`config.mk`:
```
export PLATFORM = sky130hd
export DESIGN_NAME = alu_exec_stage_flat
export DESIGN_NICKNAME = d
export VERILOG_FILES = /design/src/rtl/alu_exec_if.sv /design/src/rtl/alu_exec_stage.sv /design/src/flat_wrapper.sv
export SDC_FILE = /design/constraint.sdc
export NUM_CORES = 1
export LEC_CHECK = 0
export CORE_MARGIN = 1.5
export CORE_UTILIZATION = 50
export DETAILED_ROUTE_END_ITERATION = 8
export PLACE_DENSITY = 0.86
export SYNTH_ARGS = -nofsm -noshare
export SYNTH_HDL_FRONTEND = slang
export SYNTH_SLANG_ARGS = --single-unit
export TNS_END_PERCENT = 30
```
`constraint.sdc`:
```
create_clock -name clk -period 1.9 [get_ports clk]
set_input_delay 0.38 -clock clk [delete_from_list [all_inputs] [get_ports clk]]
set_output_delay 0.38 -clock clk [all_outputs]
set_load 0.03 [all_outputs]
```
`src/rtl/alu_exec_if.sv`:
```
`default_nettype none
// ============================================================================
//  Module      : alu_exec_if
//  Description : Issue / write-back bundle between the register-file read
//                ports, the ALU execute stage and the register-file write port.
//                master = issuing side, slave = execute stage.
//  Revision    : 1.0  initial release
// ============================================================================
interface alu_exec_if #(
    parameter int WIDTH  = 8,
    parameter int ADDR_W = 3
);
    logic              start;
    logic [2:0]        op;
    logic [ADDR_W-1:0] rd_in;
    logic [WIDTH-1:0]  a;
    logic [WIDTH-1:0]  b;
    logic              busy;
    logic              reg_write;
    logic [ADDR_W-1:0] rd_out;
    logic [WIDTH-1:0]  result;
    logic              flag_z;
    logic              flag_c;

    modport master (
        output start, op, rd_in, a, b,
        input  busy, reg_write, rd_out, result, flag_z, flag_c
    );

    modport slave (
        input  start, op, rd_in, a, b,
        output busy, reg_write, rd_out, result, flag_z, flag_c
    );
endinterface
`default_nettype wire

```
`src/rtl/alu_exec_stage.sv`:
```
`default_nettype none
// ============================================================================
//  Module      : alu_exec_stage
//  Description : Execute stage feeding the 8x8 register-file write port.
//                Single-cycle ADD/SUB/AND/OR/XOR/SHL/PASSB; optional
//                iterative shift-add MUL with a start/busy handshake.
//                Optional feature macro: ALU_MUL_EN (defined = MUL state and
//                datapath present; undefined = op 110 behaves as PASSB).
//  Revision    : 1.0  initial release
// ============================================================================
module alu_exec_stage #(
    parameter int WIDTH     = 8,
    parameter int ADDR_W    = 3,
    parameter int MUL_STEPS = WIDTH
) (
    input wire        clk,
    input wire        rst,
    alu_exec_if.slave bus
);

    localparam logic [2:0] c_OP_ADD = 3'b000;
    localparam logic [2:0] c_OP_SUB = 3'b001;
    localparam logic [2:0] c_OP_AND = 3'b010;
    localparam logic [2:0] c_OP_OR  = 3'b011;
    localparam logic [2:0] c_OP_XOR = 3'b100;
    localparam logic [2:0] c_OP_SHL = 3'b101;

    // A zero-step multiply would never complete; reject it at elaboration.
    if (MUL_STEPS < 1) begin : g_bad_mul_steps
        $error("alu_exec_stage: MUL_STEPS must be at least 1");
    end

    // ------------------------------------------------------------------
    // Write-back registers
    // ------------------------------------------------------------------
    logic              reg_write_q, reg_write_d;
    logic [ADDR_W-1:0] rd_out_q,    rd_out_d;
    logic [WIDTH-1:0]  result_q,    result_d;
    logic              flag_z_q,    flag_z_d;
    logic              flag_c_q,    flag_c_d;

    // Hooks between the (optional) multiplier and the write-back logic
    logic              w_single;
    logic              w_mul_done;
    logic [WIDTH-1:0]  w_mul_res;
    logic              w_mul_c;
    logic [ADDR_W-1:0] w_mul_rd;

    // ------------------------------------------------------------------
    // Single-cycle ALU datapath
    // ------------------------------------------------------------------
    logic [WIDTH:0]   w_sum;
    logic [WIDTH:0]   w_diff;
    logic [WIDTH:0]   w_shl;
    logic [WIDTH-1:0] w_alu_res;
    logic             w_alu_c;

    // Combinational result/carry for the non-iterative opcodes; bit WIDTH of
    // the extended shift is the last bit pushed out (0 for a zero shift).
    always_comb begin
        w_sum     = {1'b0, bus.a} + {1'b0, bus.b};
        w_diff    = {1'b0, bus.a} - {1'b0, bus.b};
        w_shl     = {1'b0, bus.a} << bus.b[2:0];
        w_alu_res = bus.b;
        w_alu_c   = 1'b0;
        case (bus.op)
            c_OP_ADD: begin
                w_alu_res = w_sum[WIDTH-1:0];
                w_alu_c   = w_sum[WIDTH];
            end
            c_OP_SUB: begin
                w_alu_res = w_diff[WIDTH-1:0];
                w_alu_c   = w_diff[WIDTH];
            end
            c_OP_AND: w_alu_res = bus.a & bus.b;
            c_OP_OR:  w_alu_res = bus.a | bus.b;
            c_OP_XOR: w_alu_res = bus.a ^ bus.b;
            c_OP_SHL: begin
                w_alu_res = w_shl[WIDTH-1:0];
                w_alu_c   = w_shl[WIDTH];
            end
            default: begin
                // PASSB, and MUL when the multiplier is not built
                w_alu_res = bus.b;
                w_alu_c   = 1'b0;
            end
        endcase
    end

`ifdef ALU_MUL_EN
    // ------------------------------------------------------------------
    // Iterative shift-add multiplier
    // ------------------------------------------------------------------
    localparam logic [2:0] c_OP_MUL = 3'b110;
    localparam int         CNT_W    = $clog2(MUL_STEPS + 1);

    typedef enum logic [0:0] {
        S_IDLE = 1'b0,
        S_MUL  = 1'b1
    } state_t;

    state_t              state_q,  state_d;
    logic [CNT_W-1:0]    cnt_q,    cnt_d;
    logic [2*WIDTH-1:0]  acc_q,    acc_d;
    logic [WIDTH-1:0]    mcand_q,  mcand_d;
    logic [WIDTH-1:0]    mplier_q, mplier_d;
    logic [ADDR_W-1:0]   rd_lat_q, rd_lat_d;
    logic [2*WIDTH-1:0]  w_addend;

    // Next-state: latch operands on MUL issue, then one shift-add step per clock.
    always_comb begin
        state_d  = state_q;
        cnt_d    = cnt_q;
        acc_d    = acc_q;
        mcand_d  = mcand_q;
        mplier_d = mplier_q;
        rd_lat_d = rd_lat_q;
        w_addend = '0;
        if (state_q == S_IDLE) begin
            if (bus.start && (bus.op == c_OP_MUL)) begin
                mcand_d  = bus.a;
                mplier_d = bus.b;
                rd_lat_d = bus.rd_in;
                acc_d    = '0;
                cnt_d    = '0;
                state_d  = S_MUL;
            end
        end else begin
            if (mplier_q[0]) begin
                w_addend = {{WIDTH{1'b0}}, mcand_q} << cnt_q;
            end
            acc_d    = acc_q + w_addend;
            mplier_d = mplier_q >> 1;
            cnt_d    = cnt_q + CNT_W'(1);
            if (cnt_d == CNT_W'(MUL_STEPS)) begin
                state_d = S_IDLE;
            end
        end
    end

    // Multiplier state; reset aborts any multiply in flight.
    always_ff @(posedge clk or posedge rst) begin
        if (rst) begin
            state_q  <= S_IDLE;
            cnt_q    <= '0;
            acc_q    <= '0;
            mcand_q  <= '0;
            mplier_q <= '0;
            rd_lat_q <= '0;
        end else begin
            state_q  <= state_d;
            cnt_q    <= cnt_d;
            acc_q    <= acc_d;
            mcand_q  <= mcand_d;
            mplier_q <= mplier_d;
            rd_lat_q <= rd_lat_d;
        end
    end

    assign bus.busy   = (state_q == S_MUL);
    assign w_single   = (state_q == S_IDLE) && bus.start && (bus.op != c_OP_MUL);
    assign w_mul_done = (state_q == S_MUL) && (cnt_d == CNT_W'(MUL_STEPS));
    assign w_mul_res  = acc_d[WIDTH-1:0];
    assign w_mul_c    = |acc_d[2*WIDTH-1:WIDTH];
    assign w_mul_rd   = rd_lat_q;
`else
    // No multiplier: every issue is single-cycle and the stage is never busy.
    assign bus.busy   = 1'b0;
    assign w_single   = bus.start;
    assign w_mul_done = 1'b0;
    assign w_mul_res  = '0;
    assign w_mul_c    = 1'b0;
    assign w_mul_rd   = '0;
`endif

    // Write-back: pulse reg_write for one cycle; otherwise hold result/flags.
    always_comb begin
        reg_write_d = 1'b0;
        rd_out_d    = rd_out_q;
        result_d    = result_q;
        flag_c_d    = flag_c_q;
        flag_z_d    = flag_z_q;
        if (w_mul_done) begin
            reg_write_d = 1'b1;
            rd_out_d    = w_mul_rd;
            result_d    = w_mul_res;
            flag_c_d    = w_mul_c;
        end else if (w_single) begin
            reg_write_d = 1'b1;
            rd_out_d    = bus.rd_in;
            result_d    = w_alu_res;
            flag_c_d    = w_alu_c;
        end
        if (reg_write_d) begin
            flag_z_d = (result_d == '0);
        end
    end

    // Write-back registers with immediate clear on reset.
    always_ff @(posedge clk or posedge rst) begin
        if (rst) begin
            reg_write_q <= 1'b0;
            rd_out_q    <= '0;
            result_q    <= '0;
            flag_z_q    <= 1'b0;
            flag_c_q    <= 1'b0;
        end else begin
            reg_write_q <= reg_write_d;
            rd_out_q    <= rd_out_d;
            result_q    <= result_d;
            flag_z_q    <= flag_z_d;
            flag_c_q    <= flag_c_d;
        end
    end

    assign bus.reg_write = reg_write_q;
    assign bus.rd_out    = rd_out_q;
    assign bus.result    = result_q;
    assign bus.flag_z    = flag_z_q;
    assign bus.flag_c    = flag_c_q;

endmodule
`default_nettype wire
```
`src/flat_wrapper.sv`:
```
// flat-port wrapper written by rule: the top's interface ports become plain ports
module alu_exec_stage_flat 
#(
    parameter int WIDTH     = 8,
    parameter int ADDR_W    = 3,
    parameter int MUL_STEPS = WIDTH
)
  (clk, rst, bus_start, bus_op, bus_rd_in, bus_a, bus_b, bus_busy, bus_reg_write, bus_rd_out, bus_result, bus_flag_z, bus_flag_c);
  alu_exec_if #(.WIDTH(WIDTH), .ADDR_W(ADDR_W)) bus_i ();
  input wire clk;
  input wire rst;
  input wire logic [$bits(bus_i.start)-1:0] bus_start;
  input wire logic [$bits(bus_i.op)-1:0] bus_op;
  input wire logic [$bits(bus_i.rd_in)-1:0] bus_rd_in;
  input wire logic [$bits(bus_i.a)-1:0] bus_a;
  input wire logic [$bits(bus_i.b)-1:0] bus_b;
  output wire logic [$bits(bus_i.busy)-1:0] bus_busy;
  output wire logic [$bits(bus_i.reg_write)-1:0] bus_reg_write;
  output wire logic [$bits(bus_i.rd_out)-1:0] bus_rd_out;
  output wire logic [$bits(bus_i.result)-1:0] bus_result;
  output wire logic [$bits(bus_i.flag_z)-1:0] bus_flag_z;
  output wire logic [$bits(bus_i.flag_c)-1:0] bus_flag_c;
  assign bus_i.start = bus_start;
  assign bus_i.op = bus_op;
  assign bus_i.rd_in = bus_rd_in;
  assign bus_i.a = bus_a;
  assign bus_i.b = bus_b;
  assign bus_busy = bus_i.busy;
  assign bus_reg_write = bus_i.reg_write;
  assign bus_rd_out = bus_i.rd_out;
  assign bus_result = bus_i.result;
  assign bus_flag_z = bus_i.flag_z;
  assign bus_flag_c = bus_i.flag_c;
  alu_exec_stage #(.WIDTH(WIDTH), .ADDR_W(ADDR_W), .MUL_STEPS(MUL_STEPS)) u_core (.clk(clk), .rst(rst), .bus(bus_i));
endmodule
```
==> run summary, run 1 <==
=========================================================================================
Remaining global-route overflow                                                         2
Proportion of register bits with asynchronous set or reset after synthesis         100.0%
Main area contributors after synthesis                                       dfrtp_1 (17%), ha_1 (15%), inv_1 (4.2%)
Number of placed cells counting well taps                                             413
Most area-hungry cell type in the Yosys netlist                                   dfrtp_1
Synthesis-stage register bit count                                                     14
Mapped cell area                                                                 2033 um2
Yosys warns                                                                             0
Total routing usage reported by global routing                                     65.42%
Main flop type after synthesis                                                    dfrtp_1
Starting utilization of the core area                                              53.92%
Error message                                                                [ERROR GRT-0116] Global routing finished with congestion. Check the congestion regions in the DRC Viewer.
Global-route wire length before repair                                           20.84 mm
Count of pins on the block boundary                                                    40
Root buf cell                                                                    clkbuf_8
Stage where the flow stopped                                                 global routing
Row Count                                                                              22
Mapped Cells                                                                          256
Overall die height                                                               66.77 um
Buffers on Ports                                                                       38
Global placement routability congestion                                             1.007
Htree depth                                                                             1
Share of the yosys chip area belonging to registers                                17.23%
HPWL after detailed placement                                                    6.005 mm
Number of enable flip-flop cells after synthesis                                        0
Fraction of synthesized cell area taken by the top area cell type                  17.23%
Max clock buf depth                                                                     2
Placed Instance Area                                                             3072 um2
Mean Syn Cell Area                                                              7.942 um2
Net Count, Synth                                                                      308
Pin count of the biggest net entering global routing                                   15
Number of buffers added by the clock tree synthesis step                                3
Via count of the first global-routing pass                                           3578
Number of distinct library cells after synthesis                                       56
Status                                                                       stopped before the end
Number of clock sinks seen by CTS                                                      14
Die span in x                                                                    66.77 um
=========================================================================================
cell usage after synthesis, types with 6 or more instances:
library cell / instances
a21oi_1: 16
a22oi_1: 7
buf_2: 10
dfrtp_1: 14
ha_1: 25
inv_1: 23
nand2_1: 21
nor2_1: 19
nor2b_1: 6
nor3_1: 11
o21ai_0: 12
or3_1: 6
cells by family after synthesis:
kind of cell,synth area share (%)
adder cells (fa/ha/maj),17.35
flip-flops,17.23
other,0.1844
multiplexers,7.261
XOR/XNOR,1.293
buffers and inverters,8.184
AO/OA/AOI/OAI,28.43
AND/OR/NAND/NOR,20.06
through the flow:
step	TNS (ps)	hold WS (ps)	setup WS, ps	utilization [%]
detailed placement	-8173	468.6	-1367	81.45
floorplan	-1163	269.2	-532.0	-
global placement	-7278	466.8	-1131	81.45
CTS	-1347	483.4	-532.0	95.89
timing repair:
action                                  CTS
gates cloned                              1
gates resized for setup                 143
endpoints found under the setup margin   10
buffers inserted                          6
pin swaps                                31
hold buffers                              0
per-layer routing:
metal	track usage (%)	overflow
met4	64.03	2
met3	42.40	0
met5	11.11	0
met1	66.91	0
met2	86.25	0
==> run 2: changes to the inputs <==
--- a/config.mk
+++ b/config.mk
@@ -6,9 +6,9 @@
 export NUM_CORES = 1
 export LEC_CHECK = 0
 export CORE_MARGIN = 1.5
-export CORE_UTILIZATION = 50
+export CORE_UTILIZATION = 35
 export DETAILED_ROUTE_END_ITERATION = 8
-export PLACE_DENSITY = 0.86
+export PLACE_DENSITY_LB_ADDON = 0.15
 export SYNTH_ARGS = -nofsm -noshare
 export SYNTH_HDL_FRONTEND = slang
 export SYNTH_SLANG_ARGS = --single-unit
==> run summary, run 2 <==
===========================================================================================
Commonest cells in the synthesized netlist                                     ha_1 (25), inv_1 (23), nand2_1 (21)
Main flop type after synthesis                                                      dfrtp_1
Critical path buffer and inverter count                                                   3
Share of the yosys chip area belonging to registers                                  17.23%
Placed Instance Area                                                               3129 um2
Proportion of register bits with asynchronous set or reset after synthesis           100.0%
Number of distinct library cells after synthesis                                         56
Most common library cell in the layout ignoring fill and taps                         buf_4
HPWL after detailed placement                                                      5.654 mm
Buffers on Ports                                                                         38
Most repeated cell in the gate-level netlist after synthesis                           ha_1
Total number of vias                                                                   2586
Slew HR                                                                              65.02%
Number of buffers inserted by hold repair at cts                                          0
Starting utilization of the core area                                                36.70%
Status                                                                         finished with violations
Overall die height                                                                 79.22 um
Die Footprint                                                                      6275 um2
Drt drc                                                                                   0
Unrepaired setup endpoints after global routing                                         yes
Critical Path End Type                                                                 flop
Core Footprint                                                                     5540 um2
Routed wire length                                                                 8.235 mm
Final antenna diode count                                                                 0
Number of antenna violations at the first check in global routing                         0
Cell area after layout                                                             3844 um2
Cell family with the largest share of critical-path delay                      compound AO/OA/AOI/OAI gates
Max Transition Viols Final                                                                0
Max clock buf depth                                                                       2
VDD IR max                                                                         400.4 uV
Filler instances                                                                        450
Slowest cell on crit path                                                             or4_4
Crit path from                                                                     bus_b[1]
Main area contributors after synthesis                                         dfrtp_1 (17%), ha_1 (15%), inv_1 (4.2%)
Fmax                                                                              418.3 MHz
Htree depth                                                                               1
Fraction of synthesized cell area taken by the top area cell type                    17.23%
Minimum setup slack in the final design                                           -490.7 ps
Most frequent cells in the layout                                              buf_4 (92), clkdlybuf4s50_1 (21), nand2_1 (19), nor2_1 (17), buf_6 (17)
Routed met1 length                                                                 3.179 mm
Transition at the pin with the smallest max-transition slack                       524.1 ps
Via density per instance                                                              5.573
Number of max-cap violations                                                              0
Yosys warns                                                                               0
Most area-hungry cell type in the Yosys netlist                                     dfrtp_1
Top layer reached by signal wires                                                      met4
Number of clock sinks seen by CTS                                                        14
Violations in the final reports                                                negative setup slack
Via count of the first global-routing pass                                             2670
Reg-to-reg startpoint                                                          u_core.bus.result[1]$_DFF_PP0_
Number of buffers added by the clock tree synthesis step                                  3
Clock insertion delay at the later pin of the skew report                            250 ps
Row Count                                                                                27
Worst-case reg-to-reg path depth                                                          5
Static power due to leakage                                                        1.676 nW
Mean Syn Cell Area                                                                7.942 um2
Arrival time of the worst setup path                                                2540 ps
Post-layout nets                                                                        445
WL met3                                                                              500 um
Worst Setup Slack post-DPL                                                         -1293 ps
Type of element launching the critical path                                      input port
Global placement routability congestion                                              0.8948
Share of layout cells above drive strength 1                                         49.74%
Drt wl/cell                                                                        17.75 um
Remaining antenna violation count after routing                                           0
Total routing usage reported by global routing                                       26.94%
Clock-pin slew on the worst setup and hold paths                                      60 ps
Clock period minus worst slack                                                      2391 ps
Global-route wire length before repair                                             12.99 mm
Depth of the critical timing path with buffers and inverters included                    10
Pin count of the biggest net entering global routing                                     15
First-pass detailed-route iteration total                                                 5
Net Count, Synth                                                                        308
Count of pins on the block boundary                                                      40
Detail Route met2 WL                                                               4.171 mm
Mapped cell area                                                                   2033 um2
Synthesis-stage register bit count                                                       14
CP Data Required Time                                                               2050 ps
Worst hold path class                                                           in -> async
Fin Setup TNS                                                                      -1514 ps
Count of final hold-check violations                                                      0
Remaining global-route overflow                                                           0
Category of the critical setup timing path                                        in -> reg
Register area                                                                     350.3 um2
Skew final                                                                         3.334 ps
Number of enable flip-flop cells after synthesis                                          0
Die span in x                                                                      79.22 um
Chain of cells forming the critical path                                       buf_6, buf_6, fa_2, buf_6, xor2_2, a21oi_2, a22oi_2, o221a_2, or4_4, o41ai_2
Mapped Cells                                                                            256
Root buf cell                                                                      clkbuf_8
Largest fanout on the critical path                                                       4
Number of design-rule violations left by the first detailed-router iteration            184
Final-layout worst hold slack                                                      465.8 ps
Number of flip-flops in the largest register                                              8
Power per unit of standard cell area                                           441.0 nW/um2
CP peak stage delay                                                                  520 ps
Setup-failing EPs final                                                                   7
Synthesis-to-layout area growth                                                      89.05%
Footprint of the multi-input gates                                                 1927 um2
Share of the clock period used by the worst path                                     125.8%
CTS tree                                                                                yes
Cell mode on critical path                                                            buf_6
===========================================================================================
-- run 2: cell counts after synthesis --
Identical to the previous run, type by type.
-- run 2: cell families after synthesis --
group,count (synthesis),synth area share [%]
buffers and inverters,39,8.184
multiplexers,9,7.261
AND/OR/NAND/NOR,82,20.06
other,1,0.1844
AO/OA/AOI/OAI,81,28.43
adder cells (fa/ha/maj),27,17.35
flip-flops,14,17.23
XOR/XNOR,3,1.293
-- run 2: timing repair --
item                                    4_1_cts  5_1_grt
setup buffers                                17        2
resized for setup                           126       15
endpoints found under the setup margin       10        8
pin swaps                                    39       20
hold endpoints to repair                      0        0
cloned                                        2        0
-- run 2: stage by stage --
| stage | cells | total power, mW | utilization [%] |
|---|---|---|---|
| 2_1_floorplan | 256 | 0.7660 | - |
| 3_3_place_gp | 439 | 1.184 | 56.48 |
| 3_5_place_dp | 439 | 1.191 | 56.48 |
| 4_1_cts | 462 | 1.659 | 67.93 |
| 5_1_grt | 464 | 1.794 | 69.38 |
| 6_report | 464 | 1.695 | 69.38 |
-- run 2: final timing paths --
check	endpoint	slack, ps
max	u_core.bus.flag_z$_DFFE_PP0P_	-490
min	u_core.bus.result[1]$_DFF_PP0_	470
max reg2reg	u_core.bus.flag_z$_DFFE_PP0P_	300
min reg2reg	u_core.bus.result[7]$_DFF_PP0_	480
max in group asynchronous	u_core.bus.rd_out[1]$_DFFE_PP0P_	1080
min in group clk	u_core.bus.result[7]$_DFF_PP0_	480
-- run 2: routing by layer --
metal  GRT usage [%]  up-vias
met2           48.63      125
met4           11.23        0
met3           3.563       32
met5               0        -
li1                -     1210
met1           31.76     1219
-- run 2: power breakdown --
| group | internal (mW) | leakage [nW] | total (mW) | switching, mW |
|---|---|---|---|---|
| clock | 0.184 | 0.0288 | 0.289 | 0.105 |
| combinational | 0.545 | 1.48 | 1.05 | 0.509 |
| sequential | 0.334 | 0.164 | 0.353 | 0.0187 |
-- run 2: final cells by class --
| cell class | instances | area share, % |
|---|---|---|
| inverters | 23 | 2.311 |
| flip-flops and latches | 14 | 9.115 |
| well taps | 72 | 2.344 |
| multi-input cells | 203 | 50.13 |
| repair buffers | 148 | 34.67 |
| clock buffers | 4 | 1.432 |
No activity file was read; power rests on OpenSTA's default activity.
==> run 3: changes to the inputs <==
--- a/config.mk
+++ b/config.mk
@@ -9,6 +9,7 @@
 export CORE_UTILIZATION = 35
 export DETAILED_ROUTE_END_ITERATION = 8
 export PLACE_DENSITY_LB_ADDON = 0.15
+export RECOVER_POWER = 50
 export SYNTH_ARGS = -nofsm -noshare
 export SYNTH_HDL_FRONTEND = slang
 export SYNTH_SLANG_ARGS = --single-unit
==> run summary, run 3 (same netlist as run 2, synthesis figures left out) <==
===========================================================================================
Clock insertion delay at the later pin of the skew report                            250 ps
Row Count                                                                                27
Share of layout cells above drive strength 1                                         49.49%
Static power due to leakage                                                        1.673 nW
Remaining antenna violation count after routing                                           0
Hold path cells                                                                           1
Violations in the final reports                                                negative setup slack
Total routing usage reported by global routing                                       26.94%
Net switching component of the power                                              0.6342 mW
Number of flip-flops in the largest register                                              8
Routed wire length                                                                 8.247 mm
Drt drc                                                                                   0
Sw Share                                                                             37.41%
Cell mode on critical path                                                            buf_6
Max Transition Viols Final                                                                0
Most common library cell in the layout ignoring fill and taps                         buf_4
CTS tree                                                                                yes
Power Total                                                                        1.695 mW
Relative contribution of the clock network to total power                             17.1%
Via density per instance                                                              5.593
Htree depth                                                                               1
Pin count of the biggest net entering global routing                                     15
Depth of the critical timing path with buffers and inverters included                    10
Total number of vias                                                                   2595
Category of the critical setup timing path                                        in -> reg
Number of antenna violations at the first check in global routing                         0
Remaining global-route overflow                                                           0
Arrival time of the worst setup path                                                2540 ps
Critical Path End Type                                                                 flop
Final antenna diode count                                                                 0
Starting utilization of the core area                                                36.70%
Most frequent cells in the layout                                              buf_4 (91), nand2_1 (19), clkdlybuf4s50_1 (19), nor2_1 (17), buf_6 (17)
Core Footprint                                                                     5540 um2
Number of clock sinks seen by CTS                                                        14
Cell family with the largest share of critical-path delay                      compound AO/OA/AOI/OAI gates
Status                                                                         finished with violations
Filler instances                                                                        452
Slew HR                                                                              65.12%
Power per unit of standard cell area                                           441.4 nW/um2
Skew final                                                                         3.770 ps
Internal power consumption                                                         1.061 mW
Global placement routability congestion                                              0.8948
Overall die height                                                                 79.22 um
Utilization after layout                                                             69.31%
Critical path buffer and inverter count                                                   3
Transition at the pin with the smallest max-transition slack                       522.7 ps
Part of the power in combinational logic                                              62.1%
Number of max-cap violations                                                              0
Number of buffers added by the clock tree synthesis step                                  3
Max clock buf depth                                                                       2
Post-layout nets                                                                        445
Fmax                                                                              418.1 MHz
Root buf cell                                                                      clkbuf_8
VDD IR max                                                                         399.4 uV
Drt wl/cell                                                                        17.77 um
Worst-case reg-to-reg path depth                                                          5
Count of final hold-check violations                                                      0
Clock-pin slew on the worst setup and hold paths                                      50 ps
Portion of total power attributed to sequential cells                                 20.8%
Count of pins on the block boundary                                                      40
Setup-failing EPs final                                                                   7
Unrepaired setup endpoints after global routing                                         yes
Buffers on Ports                                                                         38
Slowest cell on crit path                                                             or4_4
Type of element launching the critical path                                      input port
Global-route wire length before repair                                             12.99 mm
CP Data Required Time                                                               2050 ps
Die Footprint                                                                      6275 um2
Chain of cells forming the critical path                                       buf_6, buf_6, fa_2, buf_6, xor2_2, a21oi_2, a22oi_2, o221a_2, or4_4, o41ai_2
Die span in x                                                                      79.22 um
Share of the clock period used by the worst path                                     125.9%
First-pass detailed-route iteration total                                                 5
HPWL after detailed placement                                                      5.654 mm
CP peak stage delay                                                                  520 ps
Via count of the first global-routing pass                                             2670
Largest fanout on the critical path                                                       4
Number of design-rule violations left by the first detailed-router iteration            184
Minimum setup slack in the final design                                           -491.6 ps
Worst hold path class                                                            reg -> reg
Synthesis-to-layout area growth                                                      88.86%
Number of buffers inserted by hold repair at cts                                          0
Clock period minus worst slack                                                      2392 ps
===========================================================================================
==> run 3: changes by cell type in the layout (fill, tap and decap cells not counted), sizes merged <==
cell,change
buf,-1
clkdlybuf4s50,-2
dlygate4sd3,+2
clkbuf,+1
==> run 3: repair_timing <==
action	CTS	global route
resized for setup	126	15
pin swaps	39	20
gates cloned	2	0
endpoints found under the setup margin	10	8
setup buffers	17	2
==> run 3: layout make-up <==
class                   count  area, um2  area share (%)
flip-flops and latches     14      350.3           9.123
repair buffers            148       1329           34.60
clock buffers               4      55.05           1.434
inverters                  23      88.84           2.313
multi-input cells         203       1927           50.18
well taps                  72      90.09           2.346
==> run 3: final timing paths <==
| kind | startpoint | end | slack (ps) |
|---|---|---|---|
| max in group asynchronous | rst | u_core.bus.rd_out[1]$_DFFE_PP0P_ | 950 |
| worst max register to register | u_core.bus.result[1]$_DFF_PP0_ | u_core.bus.flag_z$_DFFE_PP0P_ | 270 |
| worst max-delay path | bus_b[1] | u_core.bus.flag_z$_DFFE_PP0P_ | -490 |
| worst min-delay path | u_core.bus.result[7]$_DFF_PP0_ | u_core.bus.result[7]$_DFF_PP0_ | 480 |
| worst min register to register | u_core.bus.result[7]$_DFF_PP0_ | u_core.bus.result[7]$_DFF_PP0_ | 480 |
| min in group asynchronous | rst | u_core.bus.reg_write$_DFF_PP0_ | 600 |
==> run 3: power by group through the flow <==
stage / Combinational, mW / Clock [mW] / Sequential [mW]
floorplan: 0.336 / 0 / 0.430
global placement: 0.826 / 0 / 0.358
detailed placement: 0.833 / 0 / 0.358
CTS: 1.01 / 0.298 / 0.353
global route: 1.12 / 0.313 / 0.357
finish: 1.05 / 0.290 / 0.353
==> run 3: layer usage <==
| layer | GRT usage, % | up-vias | part of all wire, % |
|---|---|---|---|
| met1 | 31.76 | 1220 | 39 |
| li1 | - | 1212 | - |
| met2 | 48.63 | 127 | 50 |
| met5 | 0 | - | 0 |
| met4 | 11.23 | 0 | 4.8 |
| met3 | 3.563 | 36 | 5.8 |
==> run 3: metrics by stage <==
stage	cell area, um2	TNS [ps]	instances	worst slack [ps]	hold WS, ps
final	3840	-1516	464	-491.6	479.8
after global placement	3129	-7800	439	-1221	477.9
after floorplan	2046	-1163	256	-532.0	269.2
after detailed placement	3129	-8095	439	-1293	474.9
after global routing	3840	-2018	464	-562.4	497.6
after CTS	3764	-1619	462	-639.9	483.8
==> run 4: changes to the inputs <==
--- a/config.mk
+++ b/config.mk
@@ -13,4 +13,4 @@
 export SYNTH_ARGS = -nofsm -noshare
 export SYNTH_HDL_FRONTEND = slang
 export SYNTH_SLANG_ARGS = --single-unit
-export TNS_END_PERCENT = 30
+export TNS_END_PERCENT = 1
==> constraint.sdc (replaced) <==
create_clock -name clk -period 2.1 [get_ports clk]
set_input_delay 0.525 -clock clk [delete_from_list [all_inputs] [get_ports clk]]
set_output_delay 0.525 -clock clk [all_outputs]
set_load 0.03 [all_outputs]
==> run summary, run 4 (same netlist as run 2, synthesis figures left out) <==
===========================================================================================
Status                                                                         finished with violations
Violations in the final reports                                                negative setup slack
Most frequent cells in the layout                                              buf_4 (92), clkdlybuf4s50_1 (23), nand2_1 (19), nor2_1 (15), dfrtp_1 (14)
Critical Path End Type                                                                 flop
Max clock buf depth                                                                       2
Largest fanout on the critical path                                                       5
Slew HR                                                                              63.59%
Overall die height                                                                 79.22 um
Share of layout cells above drive strength 1                                         46.98%
Drt drc                                                                                   0
Total routing usage reported by global routing                                       24.08%
Global-route wire length before repair                                             11.79 mm
Post-layout nets                                                                        434
First-pass detailed-route iteration total                                                 4
Filler instances                                                                        464
Static power due to leakage                                                        1.615 nW
Worst-case reg-to-reg path depth                                                          5
Share of the clock period used by the worst path                                     121.7%
Number of clock sinks seen by CTS                                                        14
Clock period minus worst slack                                                      2556 ps
Row Count                                                                                27
Minimum setup slack in the final design                                           -455.8 ps
Die Footprint                                                                      6275 um2
Starting utilization of the core area                                                36.70%
Unrepaired setup endpoints after global routing                                         yes
Register area                                                                     350.3 um2
Global placement routability congestion                                              0.8954
Endpoint with the worst hold slack                                             u_core.bus.result[7]$_DFF_PP0_
Core Footprint                                                                     5540 um2
VDD IR max                                                                         384.4 uV
Layout Cells excl Fill                                                                  453
Via count of the first global-routing pass                                             2517
Category of the critical setup timing path                                        in -> reg
Via density per instance                                                              5.506
Number of flip-flops in the largest register                                              8
Power per unit of standard cell area                                           405.7 nW/um2
Number of placed cells counting well taps                                               439
Fin Setup TNS                                                                      -1486 ps
Clock-pin slew on the worst setup and hold paths                                      60 ps
Clock insertion delay at the later pin of the skew report                            250 ps
Final-layout worst hold slack                                                      482.6 ps
Fmax                                                                              391.3 MHz
HPWL after detailed placement                                                      5.673 mm
Number of antenna violations at the first check in global routing                         0
Htree depth                                                                               1
Buffers on Ports                                                                         38
Transition at the pin with the smallest max-transition slack                       545.6 ps
Remaining antenna violation count after routing                                           0
Count of final hold-check violations                                                      0
Utilization after layout                                                             66.17%
R2R setup slack                                                                      510 ps
Total number of vias                                                                   2494
Worst Setup Slack post-DPL                                                         -1229 ps
Min-delay src                                                                  u_core.bus.result[7]$_DFF_PP0_
Number of buffers added by the clock tree synthesis step                                  3
Pin count of the biggest net entering global routing                                     26
CP Data Required Time                                                               2250 ps
Count of pins on the block boundary                                                      40
Skew final                                                                        0.5897 ps
Setup-failing EPs final                                                                   9
Cell area after layout                                                             3666 um2
Arrival time of the worst setup path                                                2710 ps
Max Transition Viols Final                                                                0
Remaining global-route overflow                                                           0
End of the worst register-to-register path                                     u_core.bus.flag_z$_DFFE_PP0P_
Number of max-cap violations                                                              0
Reg-to-reg startpoint                                                          u_core.bus.result[1]$_DFF_PP0_
Placed Instance Area                                                               3129 um2
Type of element launching the critical path                                      input port
Footprint of the multi-input gates                                                 1893 um2
Final antenna diode count                                                                 0
Drt wl/cell                                                                        16.62 um
Power Total                                                                        1.487 mW
Hold path cells                                                                           1
Number of design-rule violations left by the first detailed-router iteration            184
Most common library cell in the layout ignoring fill and taps                         buf_4
Root buf cell                                                                      clkbuf_8
Worst hold path class                                                            reg -> reg
CTS tree                                                                                yes
Routed wire length                                                                 7.531 mm
Synthesis-to-layout area growth                                                      80.31%
Number of buffers inserted by hold repair at cts                                          0
Die span in x                                                                      79.22 um
===========================================================================================
[run 4: final cells by class]
| class | count | area share (%) |
|---|---|---|
| multi-input combinational | 203 | 51.64 |
| timing repair buffer | 137 | 32.42 |
| sequential | 14 | 9.556 |
| tap | 72 | 2.457 |
| inverter | 23 | 2.423 |
| clock buffer | 4 | 1.502 |
[run 4: timing repair]
item	in CTS	in global routing
pin swaps	20	23
buffers inserted	8	2
gates cloned	0	0
resized for setup	74	45
setup endpoints to repair	10	9
[run 4: worst max path at each step]
stage,to,depth (start not counted),from,slack [ps]
after global routing,u_core.bus.flag_z$_DFFE_PP0P_,8,bus_b[6],-540
final,u_core.bus.flag_z$_DFFE_PP0P_,8,bus_b[6],-460
after floorplan,u_core.bus.flag_z$_DFFE_PP0P_,9,bus_b[1],-480
after CTS,u_core.bus.flag_z$_DFFE_PP0P_,10,bus_b[0],-630
after detailed placement,u_core.bus.flag_z$_DFFE_PP0P_,11,bus_a[0],-1230
after global placement,u_core.bus.flag_z$_DFFE_PP0P_,11,bus_a[1],-1170
[run 4: worst max-delay path, stage by stage]
cell             delay, ps
clkdlybuf4s50_1        490
inv_1                   90
ha_4                   280
a211oi_4               240
nor3_1                  90
or4_4                  540
o311a_4                160
o41ai_2                290
[run 4: report_power, final]
part	internal [mW]	leakage (nW)	switching [mW]
Sequential	0.303	0.164	0.0162
Combinational	0.461	1.42	0.443
Clock	0.166	0.0288	0.0979
Total	0.930	1.61	0.557
[run 4: routing by layer]
| metal | global-route usage, % | vias to the layer above | share of wire [%] |
|---|---|---|---|
| li1 | - | 1197 | - |
| met1 | 29.56 | 1178 | 41 |
| met2 | 41.88 | 95 | 50 |
| met3 | 2.759 | 24 | 4.5 |
| met4 | 11.05 | 0 | 4.1 |
| met5 | 0 | - | 0 |
==> patch, RTL diff (settings of run 4) <==
The option `ALU_MUL_EN` is turned on by a define.
--- a/src/rtl/alu_exec_stage.sv
+++ b/src/rtl/alu_exec_stage.sv
@@ -9,4 +9,6 @@
 //  Revision    : 1.0  initial release
 // ============================================================================
+`define ALU_MUL_EN
+
 module alu_exec_stage #(
     parameter int WIDTH     = 8,
Behaviour: not the same (Yosys sat finds a counterexample within 4 cycles, from zero or initial values and one cycle with rst high).
==> patch against run 4 <==
The run still ends with negative setup slack left. Routed wire length rose by 110%. Cell area rose by 96%. Worst setup slack got worse by 0.83 ns. Combinational power rose to 5.3 times the old value. Critical path depth rose by 5. Sequential cell count rose by 40. First-iteration DRC count rose by 42%. Fmax fell by 25%. Total power rose to 5.0 times the old value. Synthesized area rose to 2.5 times the old value. Critical endpoint is now u_core.bus.flag_c. Largest cell class unchanged.
==> patch: results (changes against run 4) <==
Timing
  – Final WS setup: -1.29 ns (was -0.456 ns)
  – Final setup vio count: 24 (was 9)
  – Setup TNS Final: -15.67 ns (was -1.49 ns)

Clock network
  – H-tree levels: 2 (was 1)

Drt
  – Met1 WL: 7340 um (was 3100 um)
  – Via count normalized by instance count: 5.32 (was 5.51)
  – DRT iter0 DRCs: 261 (was 184)
  – Post-DR wirelength/cell: 16.5 um (was 16.6 um)

Outcome
  – Failing checks: negative setup slack (unchanged)
  – Outcome: complete, but fails checks (unchanged)

Global route
  – Gr usage total: 0.224 (was 0.241)
  – Pin count of the biggest net entering global routing: 39 (was 26)

Power and ir drop
  – Maximum vdd drop: 0.441 mV (was 0.384 mV)
  – Fraction of power spent switching nets: 0.424 (was 0.375)
  – Static Leak: 3.36 nW (was 1.61 nW)

Yosys
  – Synth top cells by count: nand2_1, o21ai_0, dfrtp_1 (was ha_1, inv_1, nand2_1)
  – Register area share after synthesis: 0.266 (was 0.172)
  – Most frequent cell after synthesis: nand2_1 (was ha_1)
  – Mapped Nets: 691 (was 308)

Setup path
  – CP arrival: 3.58 ns (was 2.71 ns)
  – Critical Path Start: u_core.cnt_q[1] (was bus_b[6])
  – Crit-path max cell delay: 0.48 ns (was 0.54 ns)
  – CP max FO: 8 (was 5)
  – Reg2reg end: u_core.bus.flag_c (was u_core.bus.flag_z)

Cells and area
  – Filler instances: 1,358 (was 464)
  – Fraction of layout cells with a size suffix above 1: 0.312 (was 0.470)

Place
  – Placed cell count: 961 (was 439)
  – PortBufs: 39 (was 38)
[patch: changes by cell type after synthesis, sizes merged, moves of 11 or more]
cell    delta
nand2     +56
nor2      +15
mux2i     +16
mux2      +14
nand2b    +11
o21ai     +42
ha        +17
clkbuf    +29
dfrtp     +40
nor2b     +18
a21oi     +14
[patch: layer usage]
| layer | vias up | track usage |
|---|---|---|
| met4 | 0 | 0.0690 |
| li1 | 2571 | - |
| met5 | - | 0 |
| met2 | 93 | 0.394 |
| met1 | 2490 | 0.286 |
| met3 | 19 | 0.0277 |
[patch: what timing repair did]
| item | 4_1_cts | 5_1_grt |
|---|---|---|
| hold buffers | 0 | 0 |
| setup buffers | 3 | 0 |
| pin swaps | 18 | 5 |
| setup endpoints to repair | 27 | 37 |
| resized for setup | 39 | 23 |
[patch: area by class of cell]
| cell class | count | share of cell area |
|---|---|---|
| Clock inverter | 2 | 0.00244 |
| Inverter | 29 | 0.0151 |
| Timing Repair Buffer | 203 | 0.232 |
| Tap cell | 180 | 0.0313 |
| Multi-Input combinational cell | 498 | 0.513 |
| Clock buffer | 6 | 0.0179 |
| Sequential cell | 54 | 0.188 |
[patch: power groups by stage]
stage | sequential, mW | clock [mW] | combinational [mW]
5_1_grt | 1.89 | 0.916 | 5.18
3_5_place_dp | 1.83 | 0 | 4.42
6_report | 1.83 | 0.858 | 4.78
3_3_place_gp | 1.81 | 0 | 4.33
4_1_cts | 1.82 | 0.884 | 4.66
2_1_floorplan | 1.96 | 0 | 2.36
[patch: cells by family after synthesis]
| kind of cell | synth area share |
|---|---|
| multiplexers | 0.0819 |
| AO/OA/AOI/OAI | 0.244 |
| XOR/XNOR | 0.0224 |
| AND/OR/NAND/NOR | 0.217 |
| adder cells (fa/ha/maj) | 0.115 |
| flip-flops | 0.266 |
| buffers and inverters | 0.0541 |
[patch: how the worst min path moves through the flow]
stage / slack [ns] / depth (start not counted) / to / from
floorplan: 0.45 / 2 / u_core.mplier_q[1] / u_core.mplier_q[2]
global placement: 0.46 / 2 / u_core.bus.rd_out[2] / u_core.bus.rd_out[2]
detailed placement: 0.47 / 2 / u_core.mplier_q[6] / u_core.mplier_q[7]
CTS: 0.49 / 2 / u_core.bus.rd_out[1] / u_core.bus.rd_out[1]
global route: 0.52 / 2 / u_core.mplier_q[0] / u_core.mplier_q[1]
finish: 0.49 / 2 / u_core.mplier_q[3] / u_core.mplier_q[4]
[patch: through the flow]
step	setup slack [ns]	hold slack (ns)	util
2_1_floorplan	-1.19	0.450	-
3_3_place_gp	-1.55	0.458	0.487
3_5_place_dp	-1.54	0.473	0.487
4_1_cts	-1.25	0.494	0.509
5_1_grt	-1.47	0.522	0.512
6_report	-1.29	0.489	0.512
